**src/rtl/cpu_isa_pkg.sv**
```systemverilog
// ISA constants, field positions and the decoded-instruction bundle shared by
// the decode stage.
package cpu_isa_pkg;

  localparam logic [5:0] OP_NOP  = 6'h00;
  localparam logic [5:0] OP_ADD  = 6'h01;
  localparam logic [5:0] OP_SUB  = 6'h02;
  localparam logic [5:0] OP_AND  = 6'h03;
  localparam logic [5:0] OP_OR   = 6'h04;
  localparam logic [5:0] OP_XOR  = 6'h05;
  localparam logic [5:0] OP_SLL  = 6'h06;
  localparam logic [5:0] OP_SRL  = 6'h07;
  localparam logic [5:0] OP_ADDI = 6'h10;
  localparam logic [5:0] OP_ANDI = 6'h11;
  localparam logic [5:0] OP_ORI  = 6'h12;
  localparam logic [5:0] OP_LW   = 6'h20;
  localparam logic [5:0] OP_SW   = 6'h21;
  localparam logic [5:0] OP_BEQ  = 6'h30;
  localparam logic [5:0] OP_BNE  = 6'h31;
  localparam logic [5:0] OP_JMP  = 6'h38;
  localparam logic [5:0] OP_HALT = 6'h3F;

  localparam int OPC_MSB = 31;
  localparam int OPC_LSB = 26;
  localparam int FA_MSB  = 25;
  localparam int FA_LSB  = 21;
  localparam int FB_MSB  = 20;
  localparam int FB_LSB  = 16;
  localparam int FC_MSB  = 15;
  localparam int FC_LSB  = 11;

  typedef struct packed {
    logic [5:0]  opcode;
    logic [4:0]  rd;
    logic [4:0]  rs1;
    logic [4:0]  rs2;
    logic [31:0] imm;
    logic        reg_write;
    logic        is_load;
    logic        is_store;
    logic        is_branch;
    logic        is_jump;
    logic        is_halt;
    logic        illegal;
  } dec_bundle_t;

  typedef enum logic [1:0] {BUF_EMPTY, BUF_ONE, BUF_FULL} buf_state_t;

endpackage

```
**src/rtl/instruction_decode_unit_if.sv**
```systemverilog
// Fetch-to-decode and decode-to-execute handshake bundle.
interface instruction_decode_unit_if #(
  parameter int PC_W   = 8,
  parameter int REG_AW = 5
);
  logic              instr_valid;
  logic [31:0]       instr_in;
  logic [PC_W-1:0]   pc_in;
  logic              instr_ready;
  logic              flush;
  logic              out_ready;
  logic              dec_valid;
  logic [5:0]        opcode;
  logic [REG_AW-1:0] rd;
  logic [REG_AW-1:0] rs1;
  logic [REG_AW-1:0] rs2;
  logic [31:0]       imm;
  logic [PC_W-1:0]   pc_out;
  logic              reg_write;
  logic              is_load;
  logic              is_store;
  logic              is_branch;
  logic              is_jump;
  logic              is_halt;
  logic              illegal;

  modport master (
    output instr_valid, instr_in, pc_in, flush, out_ready,
    input  instr_ready, dec_valid, opcode, rd, rs1, rs2, imm, pc_out,
    input  reg_write, is_load, is_store, is_branch, is_jump, is_halt, illegal
  );

  modport slave (
    input  instr_valid, instr_in, pc_in, flush, out_ready,
    output instr_ready, dec_valid, opcode, rd, rs1, rs2, imm, pc_out,
    output reg_write, is_load, is_store, is_branch, is_jump, is_halt, illegal
  );
endinterface

```
**src/rtl/instr_field_decoder.sv**
```systemverilog
// Purely combinational instruction word to decoded bundle.
module instr_field_decoder
  import cpu_isa_pkg::*;
(
  input  logic [31:0] i_instr,
  output dec_bundle_t o_bundle
);

  logic [4:0]  w_fa, w_fb, w_fc;
  logic [31:0] w_sext, w_zext;

  assign w_fa   = i_instr[FA_MSB:FA_LSB];
  assign w_fb   = i_instr[FB_MSB:FB_LSB];
  assign w_fc   = i_instr[FC_MSB:FC_LSB];
  assign w_sext = {{16{i_instr[15]}}, i_instr[15:0]};
  assign w_zext = {16'h0000, i_instr[15:0]};

  always_comb begin
    o_bundle        = '0;
    o_bundle.opcode = i_instr[OPC_MSB:OPC_LSB];
    case (o_bundle.opcode)
      OP_NOP: ;
      OP_ADD, OP_SUB, OP_AND, OP_OR, OP_XOR, OP_SLL, OP_SRL: begin
        o_bundle.rd        = w_fa;
        o_bundle.rs1       = w_fb;
        o_bundle.rs2       = w_fc;
        o_bundle.reg_write = 1'b1;
      end
      OP_ADDI, OP_LW: begin
        o_bundle.rd        = w_fa;
        o_bundle.rs1       = w_fb;
        o_bundle.imm       = w_sext;
        o_bundle.reg_write = 1'b1;
        o_bundle.is_load   = (o_bundle.opcode == OP_LW);
      end
      OP_ANDI, OP_ORI: begin
        o_bundle.rd        = w_fa;
        o_bundle.rs1       = w_fb;
        o_bundle.imm       = w_zext;
        o_bundle.reg_write = 1'b1;
      end
      // Stores reuse the rd field as the data-source register.
      OP_SW: begin
        o_bundle.rs1      = w_fb;
        o_bundle.rs2      = w_fa;
        o_bundle.imm      = w_sext;
        o_bundle.is_store = 1'b1;
      end
      OP_BEQ, OP_BNE: begin
        o_bundle.rs1       = w_fa;
        o_bundle.rs2       = w_fb;
        o_bundle.imm       = w_sext;
        o_bundle.is_branch = 1'b1;
      end
      OP_JMP: begin
        o_bundle.imm     = {6'b0, i_instr[25:0]};
        o_bundle.is_jump = 1'b1;
      end
      OP_HALT: o_bundle.is_halt = 1'b1;
      default: o_bundle.illegal = 1'b1;
    endcase
    if (o_bundle.rd == 5'd0) o_bundle.reg_write = 1'b0;
  end

endmodule

```
**src/rtl/instruction_decode_unit.sv**
```systemverilog
// Decode stage: field decoder feeding a two-entry registered skid buffer with
// flush and a sticky halt.
module instruction_decode_unit
  import cpu_isa_pkg::*;
#(
  parameter int PC_W   = 8,
  parameter int REG_AW = 5
) (
  input  logic                        clk,
  input  logic                        reset,
  instruction_decode_unit_if.slave    bus
);

  dec_bundle_t     w_dec;
  dec_bundle_t     r_out_b, r_skid_b;
  logic [PC_W-1:0] r_out_pc, r_skid_pc;
  buf_state_t      r_state, w_state_nx;
  logic            r_halted, r_ready;
  logic            w_accept, w_xfer, w_halted_nx;

  instr_field_decoder u_dec (
    .i_instr  (bus.instr_in),
    .o_bundle (w_dec)
  );

  assign w_accept    = bus.instr_valid && r_ready;
  assign w_xfer      = (r_state != BUF_EMPTY) && bus.out_ready;
  assign w_halted_nx = r_halted || (w_accept && !bus.flush && w_dec.is_halt);

  always_comb begin
    w_state_nx = r_state;
    if (bus.flush) begin
      w_state_nx = BUF_EMPTY;
    end else begin
      case (r_state)
        BUF_EMPTY: if (w_accept) w_state_nx = BUF_ONE;
        BUF_ONE: begin
          if (w_accept && !w_xfer)      w_state_nx = BUF_FULL;
          else if (!w_accept && w_xfer) w_state_nx = BUF_EMPTY;
        end
        BUF_FULL:  if (w_xfer) w_state_nx = BUF_ONE;
        default:   w_state_nx = BUF_EMPTY;
      endcase
    end
  end

  // Ready is derived from the next state so a registered ready never admits an overflow.
  always_ff @(posedge clk or posedge reset) begin
    if (reset) begin
      r_state   <= BUF_EMPTY;
      r_halted  <= 1'b0;
      r_ready   <= 1'b1;
      r_out_b   <= '0;
      r_skid_b  <= '0;
      r_out_pc  <= '0;
      r_skid_pc <= '0;
    end else begin
      r_state  <= w_state_nx;
      r_halted <= w_halted_nx;
      r_ready  <= (w_state_nx != BUF_FULL) && !w_halted_nx;
      if (!bus.flush) begin
        if (w_accept && (r_state == BUF_EMPTY || w_xfer)) begin
          r_out_b  <= w_dec;
          r_out_pc <= bus.pc_in;
        end else if (w_accept) begin
          r_skid_b  <= w_dec;
          r_skid_pc <= bus.pc_in;
        end else if (r_state == BUF_FULL && w_xfer) begin
          r_out_b  <= r_skid_b;
          r_out_pc <= r_skid_pc;
        end
      end
    end
  end

  assign bus.instr_ready = r_ready;
  assign bus.dec_valid   = (r_state != BUF_EMPTY);
  assign bus.opcode      = r_out_b.opcode;
  assign bus.rd          = REG_AW'(r_out_b.rd);
  assign bus.rs1         = REG_AW'(r_out_b.rs1);
  assign bus.rs2         = REG_AW'(r_out_b.rs2);
  assign bus.imm         = r_out_b.imm;
  assign bus.pc_out      = r_out_pc;
  assign bus.reg_write   = r_out_b.reg_write;
  assign bus.is_load     = r_out_b.is_load;
  assign bus.is_store    = r_out_b.is_store;
  assign bus.is_branch   = r_out_b.is_branch;
  assign bus.is_jump     = r_out_b.is_jump;
  assign bus.is_halt     = r_out_b.is_halt;
  assign bus.illegal     = r_out_b.illegal;

endmodule

```
**src/flat_wrapper.sv**
```systemverilog
// flat-port wrapper written by rule: the top's interface ports become plain ports
module instruction_decode_unit_flat import cpu_isa_pkg::*;
#(
  parameter int PC_W   = 8,
  parameter int REG_AW = 5
)
  (clk, reset, bus_instr_valid, bus_instr_in, bus_pc_in, bus_flush, bus_out_ready, bus_instr_ready, bus_dec_valid, bus_opcode, bus_rd, bus_rs1, bus_rs2, bus_imm, bus_pc_out, bus_reg_write, bus_is_load, bus_is_store, bus_is_branch, bus_is_jump, bus_is_halt, bus_illegal);
  instruction_decode_unit_if #(.PC_W(PC_W), .REG_AW(REG_AW)) bus_i ();
  input  logic clk;
  input  logic reset;
  input wire logic [$bits(bus_i.instr_valid)-1:0] bus_instr_valid;
  input wire logic [$bits(bus_i.instr_in)-1:0] bus_instr_in;
  input wire logic [$bits(bus_i.pc_in)-1:0] bus_pc_in;
  input wire logic [$bits(bus_i.flush)-1:0] bus_flush;
  input wire logic [$bits(bus_i.out_ready)-1:0] bus_out_ready;
  output wire logic [$bits(bus_i.instr_ready)-1:0] bus_instr_ready;
  output wire logic [$bits(bus_i.dec_valid)-1:0] bus_dec_valid;
  output wire logic [$bits(bus_i.opcode)-1:0] bus_opcode;
  output wire logic [$bits(bus_i.rd)-1:0] bus_rd;
  output wire logic [$bits(bus_i.rs1)-1:0] bus_rs1;
  output wire logic [$bits(bus_i.rs2)-1:0] bus_rs2;
  output wire logic [$bits(bus_i.imm)-1:0] bus_imm;
  output wire logic [$bits(bus_i.pc_out)-1:0] bus_pc_out;
  output wire logic [$bits(bus_i.reg_write)-1:0] bus_reg_write;
  output wire logic [$bits(bus_i.is_load)-1:0] bus_is_load;
  output wire logic [$bits(bus_i.is_store)-1:0] bus_is_store;
  output wire logic [$bits(bus_i.is_branch)-1:0] bus_is_branch;
  output wire logic [$bits(bus_i.is_jump)-1:0] bus_is_jump;
  output wire logic [$bits(bus_i.is_halt)-1:0] bus_is_halt;
  output wire logic [$bits(bus_i.illegal)-1:0] bus_illegal;
  assign bus_i.instr_valid = bus_instr_valid;
  assign bus_i.instr_in = bus_instr_in;
  assign bus_i.pc_in = bus_pc_in;
  assign bus_i.flush = bus_flush;
  assign bus_i.out_ready = bus_out_ready;
  assign bus_instr_ready = bus_i.instr_ready;
  assign bus_dec_valid = bus_i.dec_valid;
  assign bus_opcode = bus_i.opcode;
  assign bus_rd = bus_i.rd;
  assign bus_rs1 = bus_i.rs1;
  assign bus_rs2 = bus_i.rs2;
  assign bus_imm = bus_i.imm;
  assign bus_pc_out = bus_i.pc_out;
  assign bus_reg_write = bus_i.reg_write;
  assign bus_is_load = bus_i.is_load;
  assign bus_is_store = bus_i.is_store;
  assign bus_is_branch = bus_i.is_branch;
  assign bus_is_jump = bus_i.is_jump;
  assign bus_is_halt = bus_i.is_halt;
  assign bus_illegal = bus_i.illegal;
  instruction_decode_unit #(.PC_W(PC_W), .REG_AW(REG_AW)) u_core (.clk(clk), .reset(reset), .bus(bus_i));
endmodule
```
**config.mk**
```make
export PLATFORM = sky130hd
export DESIGN_NAME = instruction_decode_unit_flat
export DESIGN_NICKNAME = d
export VERILOG_FILES = /design/src/rtl/cpu_isa_pkg.sv /design/src/rtl/instruction_decode_unit_if.sv /design/src/rtl/instr_field_decoder.sv /design/src/rtl/instruction_decode_unit.sv /design/src/flat_wrapper.sv
export SDC_FILE = /design/constraint.sdc
export NUM_CORES = 1
export LEC_CHECK = 0
export BUFFER_PORTS_ARGS = -buffer_cell sky130_fd_sc_hd__buf_2
export CAP_MARGIN = 20
export CORE_MARGIN = 10
export CORE_UTILIZATION = 55
export DETAILED_ROUTE_END_ITERATION = 8
export PLACE_DENSITY = 0.8
export SLEW_MARGIN = 20
export SYNTH_ARGS = -nofsm -noshare
export SYNTH_HDL_FRONTEND = slang
export SYNTH_SLANG_ARGS = --single-unit
```
**constraint.sdc**
```tcl
create_clock -name clk -period 11.3 [get_ports clk]
set_clock_uncertainty 0.05 [all_clocks]
set_input_delay 0.565 -clock clk [delete_from_list [all_inputs] [get_ports clk]]
set_output_delay 0.565 -clock clk [all_outputs]
set_load 0.005 [all_outputs]
```
==> results of run 1 <==
cells in the mapped netlist, types with 14 or more instances:
cell type  number
buf_2          25
dfrtp_1       129
clkbuf_1       17
inv_1          26
nand2_1       128
o22ai_1        23
o21ai_1        31
buf_6          14
o21ai_0        37
a21oi_1        45
and3_1         21
a31oi_1        19
nand3_1        38
mux2i_1        25
nor2_1         48
worst register-to-register path, delay by kind of cell (launching register included):
| family | cells | cell delay, ps |
|---|---|---|
| compound gates | 3 | 1420 |
| simple gates | 1 | 640 |
| flops | 1 | 450 |
registers in the layout, indices dropped and copies added (netlist names), 2 cells and up:
| name | count |
|---|---|
| u_core.r_skid_b | 55 |
| u_core.bus.opcode | 6 |
| u_core.r_state | 2 |
| u_core.bus.rs1 | 5 |
| u_core.bus.pc_out | 8 |
| u_core.bus.rd | 5 |
| u_core.bus.rs2 | 5 |
| u_core.r_skid_pc | 8 |
| u_core.bus.imm | 27 |
worst paths after layout:
kind / end / slack [ps] / cells past startpoint / from
setup / recovery: u_core.bus.rs1[4] / 8610 / 4 / u_core.r_state[0]
hold / removal: u_core.r_skid_pc[7] / 190 / 2 / reset
setup reg to reg: u_core.bus.rs1[4] / 8610 / 4 / u_core.r_state[0]
hold reg to reg: u_core.r_halted / 430 / 1 / u_core.r_halted
max in group asynchronous: u_core.bus.imm[24] / 9590 / 3 / reset
min in group clk: u_core.r_skid_pc[7] / 300 / 3 / bus_pc_in[7]
power groups by stage:
stage | Combinational [mW] | Sequential [mW] | Clock [mW]
finish | 0.349 | 0.662 | 0.614
global placement | 0.335 | 0.661 | 0
floorplan | 0.215 | 0.661 | 0
global route | 0.393 | 0.674 | 0.639
detailed placement | 0.350 | 0.667 | 0
CTS | 0.353 | 0.661 | 0.616
metal layers:
metal	GRT usage	wire length, µm	up-vias
met5	0	0	-
met4	0.0819	383	0
met3	0.0669	1740	33
met2	0.317	8330	312
met1	0.271	7140	2747
li1	-	-	2625
stage by stage:
stage	power, mW	area, µm²	setup WS, ps	cells
final	1.63	7570	8610	943
after global routing	1.71	7570	8420	943
after CTS	1.63	7540	8260	942
after detailed placement	1.02	6890	8280	910
after global placement	0.995	6860	8340	909
after floorplan	0.876	6480	7220	712
area by class of cell:
cell class | instances | area [µm²]
fillers | 903 | 3900
repair buffers | 121 | 643
clock buffers | 18 | 429
inverters | 26 | 100
clock inverters | 14 | 228
well taps | 143 | 179
flip-flops and latches | 130 | 3250
multi-input cells | 491 | 2730
kinds of logic after synthesis:
group,Yosys count,share of synthesized area
muxes,27,0.0421
AOI/OAI and AO/OA,182,0.166
and+or+nand+nor,282,0.209
buffers and inverters,91,0.0801
DFF,130,0.502
==> impl_results.md, run 1 <==
- Layout cells sized above 1: 0.218
- Vias per cell: approximately 6.1
- CP arrival: between 2000 and 3000 ps
- Most common flop cell mapped by yosys: dfrtp_1
- Post-CTS setup buffers: 0
- Drt total wl: ~18 mm
- Final setup viols: 0
- Fin crit share: 0.238
- Area leader, netlist: dfrtp_1
- Setup TNS: 0 ps
- FF+latch count, synth: 130
- Gate power share: 0.215
- Area share of the largest cell type after synthesis: 0.498
- P per Cell Area: 215 nW/µm²
- Core ar.: 11500 µm²
- Synthesized area: around 6500 µm²
- Critical Path, Cell by Cell: o21bai_2 -> nand2_2 -> a211oi_1 -> a211oi_2
- Die Y: 129 µm
- CP max-delay cell: o21bai_2
- Post-synthesis net count: approximately 760
- Relative slew slack: 0.314
- Root buf cell: clkbuf_16
- Via Count: 5717
- Async set-reset flop share out of synthesis: 1.00
- Post-synth EDFFs: 0
- NumNets Final: 832
- Worst path buffer plus inverter count: 0
- Global-route wire length before repair: 27.9 mm
- Post-synthesis sequential area ratio: 0.502
- Die width: 129 µm
- CTS Hold Buffers Added: 0
- Clock power frac: 0.378
- Final design utilization: 0.660
- Post-route DRC: 0
- GR Util All Layers: 0.208
- # port buffers: 114
- Yosys warnings: 0
- Slew Limit Fails: 0
- Initial DRT Pass Iterations: 5
- Cell variety after synth: 51
- Hold Crit Class: primary input to async pin
- Post-route ant nets: 0
- DR WL/cell: 18.7 µm
- Worst slew pin tran: 1030 ps
- RSZ-0062 raised after global routing: no
- Initial core utilization: 0.565
- Crit Path Category: flop to flop
- CTS H-tree depth: 4
- Synth Instances: 712
- Area grow syn2layout: 16.8%
- Die ar.: roughly 17000 µm²
- CTS resizes: 0
- Initial antenna violation count: 0
- Fmax: 372 MHz
- Syn_area_per_cell: 9.10 µm²
- CTS buffer count: 17
- Clk Latency, worst-skew pair: 420 ps
- Final hold vios: 0
- CTS tree: yes
- Diodes inserted: 0
- GPL Wtd Cong: 0.812
- Outcome: completed
- Max-cap violations: 0
- TritonCTS Sinks: 130
- Total global routing overflow: 0
- Critical path capture point type: flop
- P_int: 1.14 mW
- CTS clk-pin slew, worst paths: ~60 ps
- Main area contributors after synthesis: dfrtp_1 (50%), nand2_1 (7.4%), mux2i_1 (3.9%)
- Net switching power: 486 µW
- Commonest non-fill, non-tap cells in the layout: dfrtp_1 (129), nand2_1 (127), buf_2 (114)
- Maximum buffer depth of the clock tree: 2
- Largest stage delay on the critical path: 820 ps
- Worst vdd ir: 110 µV
- Num ports: 115
- Iter 0 DRT Violations: slightly above 600
- Crit-path max FO: 30
- Largest net degree at the start of global routing: 105
- Worst setup SP type: flop
- Sw frac: 0.299
- Tmin final: 2690 ps
- Hpwl dp: 11.1 mm
- Worst path top cell family by delay: compound AO/OA/AOI/OAI gates
- Hold WS: approximately 190 ps
- Commonest non-fill, non-tap cell in the layout: dfrtp_1
- Vias in the first global route: 5539
- # rows: 39
- Leakage Power: approximately 3.5 nW
- Sequential power share: 0.407
- Worst EP required: 11540 ps
Power figures use the tool's default switching activity.
==> run 2, diff against run 1 <==
ABC_AREA = 1   (was not set)
CORE_UTILIZATION = 50   (was 55)
PLACE_DENSITY = 0.77   (was 0.8)
clock period = 2.4 ns   (was 11.3 ns; I/O delays follow)
==> run 2 against run 1 <==
  * The run now ends with hold timing left
  * Fmax is 41% higher
  * Count of clock-buffer cells in the layout down 1
  * Critical path type unchanged
  * Synthesized cell count is 6.2% higher
  * Critical path depth grew 4
  * Via count down 4.1%
  * Core utilization fell by 2.9 points
  * Worst hold slack got worse by 190 ps
  * Combinational power increased to 3.6 times the previous value
==> impl_results.md, run 2 <==
- Outcome: complete, but fails checks (was completed)
- Violated checks: hold timing
- Worst vdd ir: 347 µV (was 110 µV)
- Sw frac: 0.298 (was 0.299)
- Die ar.: 17100 µm² (was 16500 µm²)
- Critical path capture point type: flop (unchanged)
- P per Cell Area: 869 nW/µm² (was 215 nW/µm²)
- Worst EP required: 2650 ps (was 11540 ps)
- Layout cells sized above 1: 0.214 (was 0.218)
- Gate power share: 0.189 (was 0.215)
- Vias per cell: 5.27 (was 6.06)
- Post-synthesis sequential area ratio: 0.531 (was 0.502)
- P_int: 4.62 mW (was 1.14 mW)
- Core ar.: 12000 µm² (was 11500 µm²)
- Fmax: 525 MHz (was 372 MHz)
- # port buffers: 114 (unchanged)
- Setup TNS: 0 ps (unchanged)
- Syn_area_per_cell: 8.10 µm² (was 9.10 µm²)
- Hold EP: u_core.bus.imm[2]
- Sequential cell area: 3250 µm² (unchanged)
- Critical Path, Cell by Cell: nor2_2 -> nor2_4 -> nor2_4 -> inv_2 -> buf_12 -> a21oi_1 -> o21ai_0 -> nand2_1 (was o21bai_2 -> nand2_2 -> a211oi_1 -> a211oi_2)
- Final setup viols: 0 (unchanged)
- Initial DRT Pass Iterations: 5 (unchanged)
- CTS buffer count: 17 (unchanged)
- Area share of the largest cell type after synthesis: 0.527 (was 0.498)
- CTS H-tree depth: 4 (unchanged)
- Number of placed instances, taps included: 982 (was 910)
- Initial core utilization: 0.510 (was 0.565)
- Commonest non-fill, non-tap cells in the layout: nand2_1 (224), dfrtp_1 (129), buf_2 (114) (was dfrtp_1 (129), nand2_1 (127), buf_2 (114))
- GPL Wtd Cong: 0.838 (was 0.812)
- Worst setup SP type: flop (unchanged)
- Largest register FFs: 55 (unchanged)
- TritonCTS Sinks: 130 (unchanged)
- Synth Area in Adders: 0 (unchanged)
- Via Count: 5485 (was 5717)
- Hold path depth: 5
- Finished Layout Cells: 1040 (was 943)
- Area leader, netlist: dfrtp_1 (unchanged)
- Worst path top cell family by delay: buffers and inverters (was compound AO/OA/AOI/OAI gates)
- Worst path buffer plus inverter count: 2 (was 0)
- Most frequent cell after synthesis: nand2_1 (was dfrtp_1)
- Iter 0 DRT Violations: 571 (was 613)
- Max-cap violations: 0 (unchanged)
- Crit Path Category: flop to flop (unchanged)
- CP max-delay cell: inv_2 (was o21bai_2)
- Post-route DRC: 0 (unchanged)
- Leakage Power: 3.90 nW (was 3.48 nW)
- Crit-path max FO: 42 (was 30)
- Reg2Reg Setup Slack: 500 ps (was 8610 ps)
- Worst R2R Path Depth: 8 (was 4)
- # rows: 40 (was 39)
- Die Y: 131 µm (was 129 µm)
- Area grow syn2layout: 23.7% (was 16.8%)
- Commonest non-fill, non-tap cell in the layout: nand2_1 (was dfrtp_1)
- Root buf cell: clkbuf_16 (unchanged)
- RSZ-0062 raised after global routing: no (unchanged)
- Post-Synth XOR/XNOR Area: 0 (unchanged)
- CTS resizes: 0 (unchanged)
- Global-route wire length before repair: 25.9 mm (was 27.9 mm)
- Clk Latency, worst-skew pair: 420 ps (about the same)
- Multi-input gate area in the final layout: 2350 µm² (was 2730 µm²)
- Worst reg2reg path endpoint: u_core.bus.imm[10] (was u_core.bus.rs1[4])
- Hpwl dp: 10.2 mm (was 11.1 mm)
- Most used cell, CP: nor2_4
- Worst slew pin tran: 706 ps (was 1030 ps)
- DR WL/cell: 15.2 µm (was 18.7 µm)
- Largest net degree at the start of global routing: 131 (was 105)
- Total global routing overflow: 0 (unchanged)
- Hold Startpoint: bus_instr_in[2]
- NumNets Final: 924 (was 832)
- Initial antenna violation count: 0 (unchanged)
- Drt total wl: 15.9 mm (was 17.6 mm)
- R2R Path Start: u_core.r_state[1] (was u_core.r_state[0])
- Main area contributors after synthesis: dfrtp_1 (53%), nand2_1 (14%), o21ai_0 (7.9%) (was dfrtp_1 (50%), nand2_1 (7.4%), mux2i_1 (3.9%))
- Hold Crit Class: primary input to flop (was primary input to async pin)
- Synth Area in Simple Gates: 0.225 (was 0.209)
- Final hold vios: 1 (was 0)
- FF+latch count, synth: 130 (unchanged)
- Maximum buffer depth of the clock tree: 2 (unchanged)
- Post-synth EDFFs: 0 (unchanged)
- Die width: 131 µm (was 129 µm)
- Sequential power share: 0.441 (was 0.407)
- Largest reg by FF count: u_core.r_skid_b (unchanged)
- Clock power frac: 0.370 (was 0.378)
- Largest family of logic cells by synthesized area: simple AND/OR/NAND/NOR gates (unchanged)
- Slew Limit Fails: 0 (unchanged)
- Synth Instances: 756 (was 712)
- Async set-reset flop share out of synthesis: 1.00 (unchanged)
- Synthesized area: 6130 µm² (was 6480 µm²)
- Multiplexer area fraction after synthesis: 0 (was 0.0421)
- Yosys warnings: 0 (unchanged)
- Hold WS: -1.76 ps (was 190 ps)
- Relative slew slack: 0.525 (was 0.314)
- Fin crit share: 0.793 (was 0.238)
- Largest stage delay on the critical path: 500 ps (was 820 ps)
- Post-synthesis net count: 801 (was 757)
- CP arrival: 2150 ps (was 2920 ps)
- Post-route ant nets: 0 (unchanged)
- GR Util All Layers: 0.191 (was 0.208)
- Most common flop cell mapped by yosys: dfrtp_1 (unchanged)
- Commonest cells in the netlist: nand2_1 (224), dfrtp_1 (129), o21ai_0 (97) (was dfrtp_1 (129), nand2_1 (128), nor2_1 (48))
- Tmin final: 1900 ps (was 2690 ps)
- CTS tree: yes (unchanged)
- Num ports: 115 (unchanged)
- CTS clk-pin slew, worst paths: 60 ps (about the same)
- Cell variety after synth: 35 (was 51)
- Vias in the first global route: 5242 (was 5539)
- Complex-gate fraction of the synthesized area: 0.157 (was 0.166)
- Fill count: 1026 (was 903)
- Net switching power: 1.97 mW (was 486 µW)
## run 2: cell count changes in the layout (fill, tap and decap cells not counted), moves of 24 or more
cell           change
o21ai_0           +60
inv_1             +44
nand2_1           +97
dlygate4sd3_1     +25
nand3_1           -24
mux2i_1           -25
## run 2: repair_timing
item | in CTS | in global routing
hold endpoints to repair | 163 | 0
hold buffers | 25 | 0
buffers inserted | 0 | 0
## run 2: cell families (layout without fill, tap and decap cells)
| logic type | Yosys count | in the layout |
|---|---|---|
| AO/OA/AOI/OAI | 184 | 184 |
| buffers and inverters | 122 | 258 |
| other | 0 | 1 |
| AND/OR/NAND/NOR | 320 | 320 |
| flip-flops | 130 | 130 |
## run 2: worst register-to-register path, cell delays in order, from the launching register on
cell,delay [ps]
dfrtp_1,390
nor2_2,70
nor2_4,140
nor2_4,50
inv_2,500
buf_12,290
a21oi_1,100
o21ai_0,110
nand2_1,80
## run 2: through the flow
step | setup WS (ps) | power (mW) | hold WS [ps] | area (µm²) | util
6_report | 496 | 6.59 | -1.76 | 7580 | 0.631
2_1_floorplan | 622 | 3.63 | 187 | 6130 | -
3_3_place_gp | 571 | 4.11 | 290 | 6760 | 0.563
4_1_cts | 481 | 6.63 | 0.371 | 7580 | 0.631
3_5_place_dp | 502 | 4.15 | 295 | 6760 | 0.563
5_1_grt | 312 | 6.96 | 16.3 | 7580 | 0.631
## run 2: worst max-delay path by stage
| stage | slack [ps] | start | cells after the start | end |
|---|---|---|---|---|
| 6_report | 500 | u_core.r_state[1] | 8 | u_core.bus.imm[10] |
| 5_1_grt | 310 | bus_instr_in[31] | 12 | u_core.bus.imm[24] |
| 4_1_cts | 480 | u_core.r_state[1] | 8 | u_core.bus.imm[10] |
| 3_5_place_dp | 500 | u_core.r_state[1] | 8 | u_core.bus.imm[12] |
| 3_3_place_gp | 570 | u_core.r_state[1] | 8 | u_core.bus.imm[14] |
| 2_1_floorplan | 620 | reset | 1 | u_core.bus.illegal |
## run 2: final cells by class
cell class / instances / share of cell area
flip-flops and latches: 130 / 0.429
well taps: 147 / 0.0243
repair buffers: 149 / 0.123
inverters: 77 / 0.0386
multi-input cells: 504 / 0.310
diodes: 1 / 0.000330
clock inverters: 15 / 0.0183
clock buffers: 17 / 0.0561
## run 2: metal layers
layer	global-route usage	share of wire
met5	0	0
met4	0.0706	0.019
met1	0.242	0.42
met2	0.303	0.48
met3	0.0560	0.080
## run 2: power by group through the flow
stage                     Sequential (mW)  Clock (mW)  Combinational, mW
after floorplan                      2.92           0              0.711
after global placement               2.91           0               1.20
after detailed placement             2.93           0               1.22
after CTS                            2.90        2.46               1.27
after global routing                 2.96        2.56               1.43
final                                2.90        2.44               1.24
